$ cat src/rtl/shift_seq.sv
// Multi-cycle RV32I shifter (SLL/SRL/SRA) that walks a working register by up to STEP bits per cycle.
// Define SHIFT_SEQ_B2B_EN to let DONE accept the next request in the same edge as the response handshake.
module shift_seq #(
  parameter  int XLEN = 32,
  parameter  int STEP = 4,
  localparam int SW   = $clog2(XLEN)
) (
  input  logic            clk,
  input  logic            rst,
  input  logic            req_valid,
  output logic            req_ready,
  input  logic [XLEN-1:0] req_data,
  input  logic [SW-1:0]   req_shamt,
  input  logic [1:0]      req_op,
  output logic            rsp_valid,
  input  logic            rsp_ready,
  output logic [XLEN-1:0] rsp_data,
  output logic            busy
);

  typedef enum logic [1:0] {
    IDLE  = 2'd0,
    SHIFT = 2'd1,
    DONE  = 2'd2
  } state_t;

  // One bit wider than the shift amount so STEP == XLEN still compares correctly.
  localparam logic [SW:0] STEP_W = (SW+1)'(STEP);

  state_t          state_r;
  logic [XLEN-1:0] work_r;
  logic [SW-1:0]   remaining_r;
  logic [1:0]      op_r;
  logic            rsp_valid_r;
  logic            busy_r;

  logic [SW:0]     step_s;
  logic [XLEN-1:0] shifted_s;
  logic [SW-1:0]   rem_next_s;
  logic            req_ready_s;
  logic            accept_s;

  // Step size for this cycle: the smaller of what is left and STEP.
  always_comb begin
    step_s = STEP_W;
    if ({1'b0, remaining_r} < STEP_W) begin
      step_s = {1'b0, remaining_r};
    end else begin
      step_s = STEP_W;
    end
  end

  // One narrow shift step of the working register; op 10 falls through to SLL.
  always_comb begin
    shifted_s = work_r;
    case (op_r)
      2'b01:   shifted_s = work_r >> step_s;
      2'b11:   shifted_s = XLEN'($signed(work_r) >>> step_s);
      default: shifted_s = work_r << step_s;
    endcase
  end

  // Remaining count after this step; step never exceeds remaining, so no underflow.
  always_comb begin
    rem_next_s = remaining_r - step_s[SW-1:0];
  end

  // Request acceptance depends only on state (and rsp_ready in the back-to-back build).
  always_comb begin
    req_ready_s = 1'b0;
    if (rst) begin
      req_ready_s = 1'b0;
    end else begin
      case (state_r)
        IDLE:    req_ready_s = 1'b1;
`ifdef SHIFT_SEQ_B2B_EN
        DONE:    req_ready_s = rsp_ready;
`else
        DONE:    req_ready_s = 1'b0;
`endif
        default: req_ready_s = 1'b0;
      endcase
    end
  end

  assign accept_s = req_valid && req_ready_s;

  // Sequencer state, working register and registered response outputs.
  always_ff @(posedge clk) begin
    if (rst) begin
      state_r     <= IDLE;
      work_r      <= {XLEN{1'b0}};
      remaining_r <= {SW{1'b0}};
      op_r        <= 2'b00;
      rsp_valid_r <= 1'b0;
      busy_r      <= 1'b0;
    end else begin
      case (state_r)
        IDLE: begin
          if (accept_s) begin
            work_r      <= req_data;
            remaining_r <= req_shamt;
            op_r        <= req_op;
            busy_r      <= 1'b1;
            if (req_shamt == {SW{1'b0}}) begin
              state_r     <= DONE;
              rsp_valid_r <= 1'b1;
            end else begin
              state_r     <= SHIFT;
              rsp_valid_r <= 1'b0;
            end
          end else begin
            state_r     <= IDLE;
            rsp_valid_r <= 1'b0;
            busy_r      <= 1'b0;
          end
        end
        SHIFT: begin
          work_r      <= shifted_s;
          remaining_r <= rem_next_s;
          busy_r      <= 1'b1;
          if (rem_next_s == {SW{1'b0}}) begin
            state_r     <= DONE;
            rsp_valid_r <= 1'b1;
          end else begin
            state_r     <= SHIFT;
            rsp_valid_r <= 1'b0;
          end
        end
        DONE: begin
          // accept_s can only be set here in the back-to-back build.
          if (rsp_ready && accept_s) begin
            work_r      <= req_data;
            remaining_r <= req_shamt;
            op_r        <= req_op;
            busy_r      <= 1'b1;
            if (req_shamt == {SW{1'b0}}) begin
              state_r     <= DONE;
              rsp_valid_r <= 1'b1;
            end else begin
              state_r     <= SHIFT;
              rsp_valid_r <= 1'b0;
            end
          end else if (rsp_ready) begin
            state_r     <= IDLE;
            rsp_valid_r <= 1'b0;
            busy_r      <= 1'b0;
          end else begin
            state_r     <= DONE;
            rsp_valid_r <= 1'b1;
            busy_r      <= 1'b1;
          end
        end
        default: begin
          state_r     <= IDLE;
          rsp_valid_r <= 1'b0;
          busy_r      <= 1'b0;
        end
      endcase
    end
  end

  assign req_ready = req_ready_s;
  assign rsp_valid = rsp_valid_r;
  assign rsp_data  = work_r;
  assign busy      = busy_r;

endmodule

$ cat config.mk
export PLATFORM = sky130hd
export DESIGN_NAME = shift_seq
export DESIGN_NICKNAME = d
export VERILOG_FILES = /design/src/rtl/shift_seq.sv
export SDC_FILE = /design/constraint.sdc
export NUM_CORES = 1
export LEC_CHECK = 0
export ABC_AREA = 0
export BUFFER_PORTS_ARGS = -buffer_cell sky130_fd_sc_hd__buf_2
export CORE_ASPECT_RATIO = 1.1
export CORE_UTILIZATION = 33
export DETAILED_ROUTE_END_ITERATION = 10
export PLACE_DENSITY = 0.5
export REMOVE_ABC_BUFFERS = 1
export SLEW_MARGIN = 10
export SYNTH_ARGS = -nofsm -noshare
export SYNTH_HDL_FRONTEND = slang
export SYNTH_SLANG_ARGS = --single-unit
$ cat constraint.sdc
create_clock -name clk -period 4.5 [get_ports clk]
set_input_delay 0.45 -clock clk [delete_from_list [all_inputs] [get_ports clk]]
set_output_delay 0.45 -clock clk [all_outputs]
set_load 0.03 [all_outputs]
* Word-level counts from Yosys, hierarchy flattened
Cells that the tools add are included.
** Storage, ports and cells
- Flip-flop bits (word level) :: 43
- Output and inout port bits :: 35
- Word-level logic and storage cells :: 54
** Cells by class
- Add/subtract/negate cells :: 1
- Magnitude comparators :: 1
- Equal/unequal tests :: 6
- Shift-type cells :: 3
- Muxes and demuxes :: 28
- Reduce and logical (&&, ||, !) cells :: 9
** Operator list (number)
- $pmux W32 S3 :: 1
- $mux W32 :: 2
- $pmux W32 S2 :: 1
- $shl A32 B6 Y32 :: 1
- $shr A32 B6 Y32 :: 1
- $sshr A32 B6 Y32 :: 1
- $mux W5 :: 3
- $pmux W5 S3 :: 1
- $mux W2 :: 7
- $logic_not A5 Y1 :: 2
- $mux W1 :: 9
- $pmux W1 S3 :: 2
- $pmux W2 S3 :: 1
- $reduce_and A3 Y1 :: 2
- $lt A5 B3 Y1 const B :: 1
- $sub A5 B5 Y5 :: 1
- $eq A2 B1 Y1 const B :: 2
- $eq A2 B2 Y1 const B :: 2
- $ne A2 B2 Y1 const B :: 2
- $pmux W2 S2 :: 1
- $reduce_bool A3 Y1 :: 1
- $logic_and A1 B1 Y1 :: 2
- $logic_not A2 Y1 :: 1
- $reduce_bool A2 Y1 :: 1

* Logic depth before layout (Yosys ltp)
Gate-level depths: netlist of the first run.
- Depth after elaboration :: 7
- Gate-level depth with buffers :: 11
- Gate-level depth less buffers :: 8

* Least setup slack after synthesis of the first run
No wires, ideal clock.
- Path kind :: register to register
- Start :: reg remaining_r[4]
- End :: reg state_r[0]
- Setup time :: 135 ps
- Arrival :: 2291 ps
- Slack :: 2074 ps
- Cell stages (with the launch flop) :: 11
- Buffers on the path :: 3
- Period minus slack after synthesis :: 2426 ps
- Path through :: dfxtp_1 buf_1 or3_1 buf_2 buf_2 nand2_1 ha_1 o32ai_1 a21oi_1 o41ai_1 a21oi_1
** Between the ends
- Cells in the longest elaborated chain, start to end :: 6
** Ends and longest elaborated chain
- start, declared :: RTL line 32 : logic [SW-1:0] remaining_r;
- start signal, assigned :: RTL line 93 : remaining_r <= {SW{1'b0}};
- start signal, assigned :: RTL line 102 : remaining_r <= req_shamt;
- start signal, assigned :: RTL line 120 : remaining_r <= rem_next_s;
- $lt A5 B3 Y1 :: RTL line 46 : if ({1'b0, remaining_r} < STEP_W) begin
- $mux W5 :: RTL line 46
- $sub A5 B5 Y5 (*) :: RTL line 65 : rem_next_s = remaining_r - step_s[SW-1:0];
- $logic_not A5 Y1 (*) :: RTL line 122 : if (rem_next_s == {SW{1'b0}}) begin
- $mux W2 (*) :: RTL line 122
- $pmux W2 S3 (*) :: RTL line 98 : case (state_r)
- end signal, assigned :: RTL line 106 : state_r <= DONE;
- end signal, assigned :: RTL line 123 : state_r <= DONE;
- end signal, assigned :: RTL line 126 : state_r <= SHIFT;
- end, declared :: RTL line 30 : state_t state_r;
Mark *: on every way between the ends. The rest lies on a longest branch, timed or not.
A chain may end at the register's enable or synchronous reset.

* Worst setup path in the final report of the first run
- Start :: reg remaining_r[2]
- End :: reg work_r[17] (netlist: rsp_data[17])
** Between the ends
- Cells in the longest elaborated chain, start to end :: 5
- Elaborated cells between the ends (all ways) :: 7
- Those cells by class :: order compare: 1; shift: 3; mux: 3
** Ends and longest elaborated chain
- $lt A5 B3 Y1 :: RTL line 46
- $mux W5 (*) :: RTL line 46
- $shl A32 B6 Y32 (tied with other cells) :: RTL line 59 : default: shifted_s = work_r << step_s;
- $pmux W32 S2 (*) :: RTL line 56 : case (op_r)
- $pmux W32 S3 (*) :: RTL line 98
- end signal, assigned :: RTL line 92 : work_r <= {XLEN{1'b0}};
- end signal, assigned :: RTL line 101 : work_r <= req_data;
- end signal, assigned :: RTL line 119 : work_r <= shifted_s;
- end, declared :: RTL line 31 : logic [XLEN-1:0] work_r;
Marked as above.

==> results.ini, run 1 <==
[clock_tree]
clock_latency_ps = 310
clockRootBuffer = clkbuf_16
cts_tree = done
cts-htree-levels = 2
numCtsBuffers = 5
clock-sinks = 42
ctsResizeCount = 0
cts-hold-fix-buffers = 0
clkTransAtPathRegs_ps = 70
cts_buffer_depth = 2
post_cts_buffers = 0

[yosys]
synth_top_family_by_area = compound AO/OA/AOI/OAI gates
synth_adder_area_share = 0.002991
synth_compound_area_frac = 0.3338
async_reset_ff_frac = 0
synth_ff_type = dfxtp_1
synth_edf_count = 0
syn_area_mm2 = 0.004183
yosys.area_share.simple = 0.2294
synthMuxAreaShare = 0.1523
synthCells = 589
synth.distinct_cells = 64
synth_seq_cells = 42
synth_xor_area_frac = 0.002094
ys_seq_area_frac = 0.2010
avgSynthCellArea_um2 = 7.101
yosysWarnings = 0

[global_route]
antenna_found_initial = 0
grt_max_degree = 52
grt_pass1_vias = 4766
grt_use_total = 0.2683
grt_first_pass_wirelength_mm = 26.94
overflow = 0

[setup_path]
path_buf_inv = 0
crit_required_ps = 4720
crit_slowest_cell = nor2_1
start_kind = flop
rr_worst_depth = 4
rr_endpoint = rsp_data[17]$_SDFFE_PP0P_
rr_startpoint = remaining_r[2]$_SDFFE_PP0P_
cp_max_fo = 21
crit_chain = or3_1 -> nor2_1 -> a2111oi_0 -> a311oi_1
cp_data_arrival_time_ps = 3270
crit_family = simple AND/OR/NAND/NOR gates
worst-path-stages = 4
worstSetupEndpointType = flop
critPathMaxStageDelay_ps = 990
rrSetupSlack_ps = 1440
critical_path_class = flop to flop

[pwr]
power_density_mw_per_mm2 = 400.5
p_leak_uw = 0.001821
vdd_drop_max_uv = 194.3

[floorplan]
start_util = 0.3431
io_pins = 78
rows = 42
die_y_um = 120.1
core_area_mm2 = 0.01219
dieArea_mm2 = 0.01313
fp.dieW_um = 109.3

[sta]
setup_viol = 0
period_minus_slack_ps = 3057
clock_skew_ps = 9.466
worst_pin_slew_ps = 1105
relSlewSlack = 0.2603
report.final.slew_viol_count = 0
setup_tns_ps = 0
finalHoldViolCount = 0
rsz0062_at_grt = no
fmax_ghz = 0.3271
period_share = 0.6794

[place]
port_buffers = 77
place.gp.congestion = 0.8814
place_hpwl_mm = 11.23
dpl-instance-area_mm2 = 0.004573

[layout]
nNetsFinal = 658
syn_to_final_growth_pct = 12.83
final_area_mm2 = 0.004720
final_cell_mix = nand2_1 (102), buf_2 (77), mux2i_1 (43), dfxtp_1 (42), a21oi_1 (41)
multi_input_area_mm2 = 0.003042
final_layout_size_suffix_gt1_frac = 0.1984
final-seq-area_um2 = 840.8
n_antenna_cell = 0
final_common_cell = nand2_1
fillers = 1335

[job]
maxCapViolations = 0

[routing]
drc = 0
viasPerCell = 6.486
via_count = 4988
drtIter0Drc = 489
dr.pass1.iters = 5
ant_nets = 0
routed_wl_mm = 17.12
wl_per_cell_um = 22.27

[hold_path]
worstHoldStart = req_op[1]
hold_depth = 3
whs_endpoint = op_r[1]$_SDFFE_PP0P_
min_path_type = primary input to flop

[outcome]
outcome = finished clean

==> stage by stage <==
stage	utilization	hold WS (ps)	setup slack, ps	power (uW)	instances
2_1_floorplan	-	474.1	421.0	1150	518
3_3_place_gp	0.3751	560.2	1513	1493	761
3_5_place_dp	0.3751	555.2	1508	1499	761
4_1_cts	0.3871	408.9	1490	1883	769
5_1_grt	0.3871	427.1	1126	1998	769
6_report	0.3871	408.9	1443	1890	769
==> cells by family (layout without fill, tap and decap cells) <==
family                     after synthesis  in the layout
xor gates and xnor gates                 1              1
other                                    1              1
and+or+nand+nor                        208            208
AOI/OAI and AO/OA                      201            201
adders and majority gates                1              1
muxes                                   58             58
DFF                                     42             42
buffers and inverters                   77            103
==> power breakdown <==
part / leakage, uW / total, uW / internal, uW / switching (uW)
combinational: 0.00140 / 913 / 313 / 600
sequential: 0.000348 / 595 / 431 / 165
clock: 0.0000698 / 382 / 206 / 176
total: 0.00182 / 1890 / 949 / 941
==> metal layers <==
metal / global-route usage / vias up / share of wire
met5: 0 / - / 0
met4: 0.1042 / 0 / 0.028
met3: 0.04671 / 42 / 0.083
met2: 0.4123 / 272 / 0.45
met1: 0.3691 / 2384 / 0.44
li1: - / 2290 / -
==> state kept, by name, summed over array words and instances, names as in the netlist <==
name         flops
state_r          1
op_r             2
remaining_r      5
rsp_valid        1
busy             1
rsp_data        32
==> tightest hold or removal path: cells and delay by family <==
kind                   cells  cell delay [ps]
buffers and inverters      1               90
AND/OR/NAND/NOR            1               70
AO/OA/AOI/OAI              1               60
==> cells in the mapped netlist, drive strengths merged, types with 15 or more instances <==
library cell  number  area share
buf               26       0.032
a21oi             41       0.049
a211oi            24       0.043
o22ai             24       0.036
clkbuf            45       0.040
dfxtp             42        0.20
nand3             15       0.018
nand2            102       0.092
nor2              39       0.035
mux2i             43        0.10
o21ai             21       0.025
nor3              15       0.019
==> layout make-up <==
| class | instances | area share |
|---|---|---|
| multi-input combinational | 470 | 0.6445 |
| sequential | 42 | 0.1782 |
| timing repair buffer | 89 | 0.1007 |
| tap | 154 | 0.04083 |
| clock buffer | 5 | 0.02651 |
| inverter | 6 | 0.004772 |
| clock inverter | 3 | 0.004507 |
==> worst max path at each step <==
stage / from / end / slack (ps)
after floorplan: remaining_r[0]$_SDFFE_PP0P_ / rsp_data[16]$_SDFFE_PP0P_ / 420
after detailed placement: remaining_r[2]$_SDFFE_PP0P_ / rsp_data[30]$_SDFFE_PP0P_ / 1510
after global placement: remaining_r[2]$_SDFFE_PP0P_ / rsp_data[17]$_SDFFE_PP0P_ / 1510
after CTS: remaining_r[2]$_SDFFE_PP0P_ / rsp_data[17]$_SDFFE_PP0P_ / 1490
after global routing: remaining_r[3]$_SDFFE_PP0P_ / rsp_data[30]$_SDFFE_PP0P_ / 1130
final: remaining_r[2]$_SDFFE_PP0P_ / rsp_data[17]$_SDFFE_PP0P_ / 1440
Note: power is estimated with default switching activity, not from simulation.
==> run 2, diff against run 1 <==
- ABC_AREA: 0 -> 1
- clock period: 4.5 -> 3.2 ns (I/O delays scaled with it)
==> results.ini, run 2 <==
[clock_tree]
post_cts_buffers = 0
numCtsBuffers = 5
clkTransAtPathRegs_ps = 70
cts_buffer_depth = 2
clock-sinks = 42
cts_tree = done
clockRootBuffer = clkbuf_16
cts-hold-fix-buffers = 0
ctsResizeCount = 0
cts-htree-levels = 2
clock_latency_ps = 300

[sta]
clock_skew_ps = 5.424
relSlewSlack = 0.4810
period_minus_slack_ps = 2441
fmax_ghz = 0.4096
setup_viol = 0
setup_tns_ps = 0
finalHoldViolCount = 0
rsz0062_at_grt = no
report.final.slew_viol_count = 0
period_share = 0.7629
worst_pin_slew_ps = 777.6
fin_ws_ps = 758.6

[setup_path]
start_kind = flop
crit_required_ps = 3380
cp_max_fo = 33
cp_data_arrival_time_ps = 2620
worstSetupEndpointType = flop
rr_startpoint = remaining_r[2]$_SDFFE_PP0P_
rr_worst_depth = 9
rrSetupSlack_ps = 760
rr_endpoint = rsp_data[25]$_SDFFE_PP0P_
critical_path_class = flop to flop

[yosys]
synth.distinct_cells = 40
synth_ff_type = dfxtp_1
syn_area_mm2 = 0.004163
synthCells = 742
yosysWarnings = 0
yosys-top-cells-count = nand2_1 (174), nand3_1 (171), nor2_1 (85)
yosysMostFrequentCell = nand2_1
synth_seq_cells = 42
yosysTopAreaCell = nand3_1
async_reset_ff_frac = 0
yosys-top-cells-area = nand3_1 (21%), dfxtp_1 (20%), nand2_1 (16%), nor2_1 (7.7%), nand4_1 (7.2%)
synth_edf_count = 0
synth.top_cell.area_share = 0.2056
ys_seq_area_frac = 0.2020
avgSynthCellArea_um2 = 5.610

[floorplan]
core_area_mm2 = 0.01214
dieArea_mm2 = 0.01307
fp.dieW_um = 109.1
start_util = 0.3429
rows = 42
die_y_um = 119.8
io_pins = 78

[place]
dpl-instance-area_mm2 = 0.004616
place.gp.congestion = 0.8815
placed_cells = 932
place_hpwl_mm = 10.50
port_buffers = 77
dp_slack_ps = 856.2

[layout]
syn_to_final_growth_pct = 14.43
final_cell_mix = nand2_1 (174), nand3_1 (171), nor2_1 (85), buf_2 (77), a21oi_1 (50)
fin_cells = 940
n_antenna_cell = 0
fillers = 1366
largest_reg_flops = 32
final_area_mm2 = 0.004763
final_common_cell = nand2_1
nNetsFinal = 829
final_layout_size_suffix_gt1_frac = 0.1539

[pwr]
vdd_drop_max_uv = 220.9
p_leak_uw = 0.002102
power_density_mw_per_mm2 = 504.9

[routing]
drc = 0
wirelength_met1_mm = 7.173
via_count = 5373
routed_wl_mm = 15.69
wl_per_cell_um = 16.69
drtIter0Drc = 562
viasPerCell = 5.716
dr.pass1.iters = 6
wl_met3_mm = 1.087
wl_met2_mm = 7.054
routed.top_layer = met5
ant_nets = 0

[global_route]
antenna_found_initial = 1
grt_pass1_vias = 4900
overflow = 0
grt_use_total = 0.2444
grt_max_degree = 50
grt_first_pass_wirelength_mm = 24.98

[job]
maxCapViolations = 0

[hold_path]
min_path_type = primary input to flop
whs_endpoint = remaining_r[1]$_SDFFE_PP0P_
hold_depth = 3
worstHoldStart = req_shamt[1]

[outcome]
outcome = finished clean

[run 2: cell count changes after synthesis, sizes merged, moves of 27 or more]
cell	before	now
nand2	102	176
nand3	15	174
nor2	39	90
inv	6	39
nand4	3	48
mux2i	43	0
clkbuf	45	18
[run 2: routing by layer]
metal	up-vias	track usage
li1	2631	-
met1	2474	0.3300
met2	237	0.3809
met3	29	0.04671
met4	2	0.09037
met5	-	0
[run 2: cells by family (layout without fill, tap and decap cells)]
logic type                 count (synthesis)  after routing  share of synthesized area
DFF                                       42             42                     0.2020
xor gates and xnor gates                   1              1                   0.002104
and+or+nand+nor                          501            501                     0.5585
other                                      1              1                  0.0009008
buffers and inverters                     95            139                     0.1016
adders and majority gates                  1              1                   0.003005
AOI/OAI and AO/OA                        101            101                     0.1320
[run 2: per-stage QoR]
stage                     hold slack, ps  power, uW  utilization
final                              290.2       2405       0.3924
after global routing               306.4       2578       0.3924
after CTS                          286.3       2412       0.3924
after detailed placement           480.3       1844       0.3802
after global placement             469.8       1841       0.3802
after floorplan                    389.1       1467            -
[run 2: worst max-delay path by stage]
| stage | from | endpoint | slack [ps] |
|---|---|---|---|
| finish | remaining_r[2]$_SDFFE_PP0P_ | rsp_data[25]$_SDFFE_PP0P_ | 760 |
| global route | remaining_r[2]$_SDFFE_PP0P_ | state_r[0]$_SDFF_PP0_ | 540 |
| CTS | remaining_r[2]$_SDFFE_PP0P_ | rsp_data[25]$_SDFFE_PP0P_ | 820 |
| global placement | remaining_r[2]$_SDFFE_PP0P_ | state_r[0]$_SDFF_PP0_ | 920 |
| floorplan | remaining_r[3]$_SDFFE_PP0P_ | rsp_data[31]$_SDFFE_PP0P_ | 580 |
| detailed placement | remaining_r[2]$_SDFFE_PP0P_ | rsp_data[25]$_SDFFE_PP0P_ | 860 |
[run 2: layout make-up]
| class | count | area [um2] | share of cell area |
|---|---|---|---|
| Timing Repair Buffer | 91 | 528.0 | 0.1108 |
| Inverter | 40 | 155.1 | 0.03257 |
| Sequential cell | 42 | 840.8 | 0.1765 |
| Clock buffer | 7 | 142.6 | 0.02994 |
| Clock inverter | 1 | 5.005 | 0.001051 |
| Multi-Input combinational cell | 605 | 2899 | 0.6086 |
| Tap cell | 154 | 192.7 | 0.04045 |
[run 2: critical path: stages, from the launching register on]
cell and delay [ps]:
dfxtp_1 330, inv_2 480, nand3_2 490, buf_12 330, nand2_1 130, nand3_1 100
a21boi_0 210, nor2_1 70, a21oi_1 130, nor2_1 50
[run 2: power by group]
group / leakage (uW) / internal [uW] / total (uW) / switching [uW]
Sequential: 0.000346 / 578 / 658 / 79.4
Combinational: 0.00168 / 370 / 1190 / 824
Clock: 0.0000739 / 311 / 553 / 242
Total: 0.00210 / 1260 / 2400 / 1150
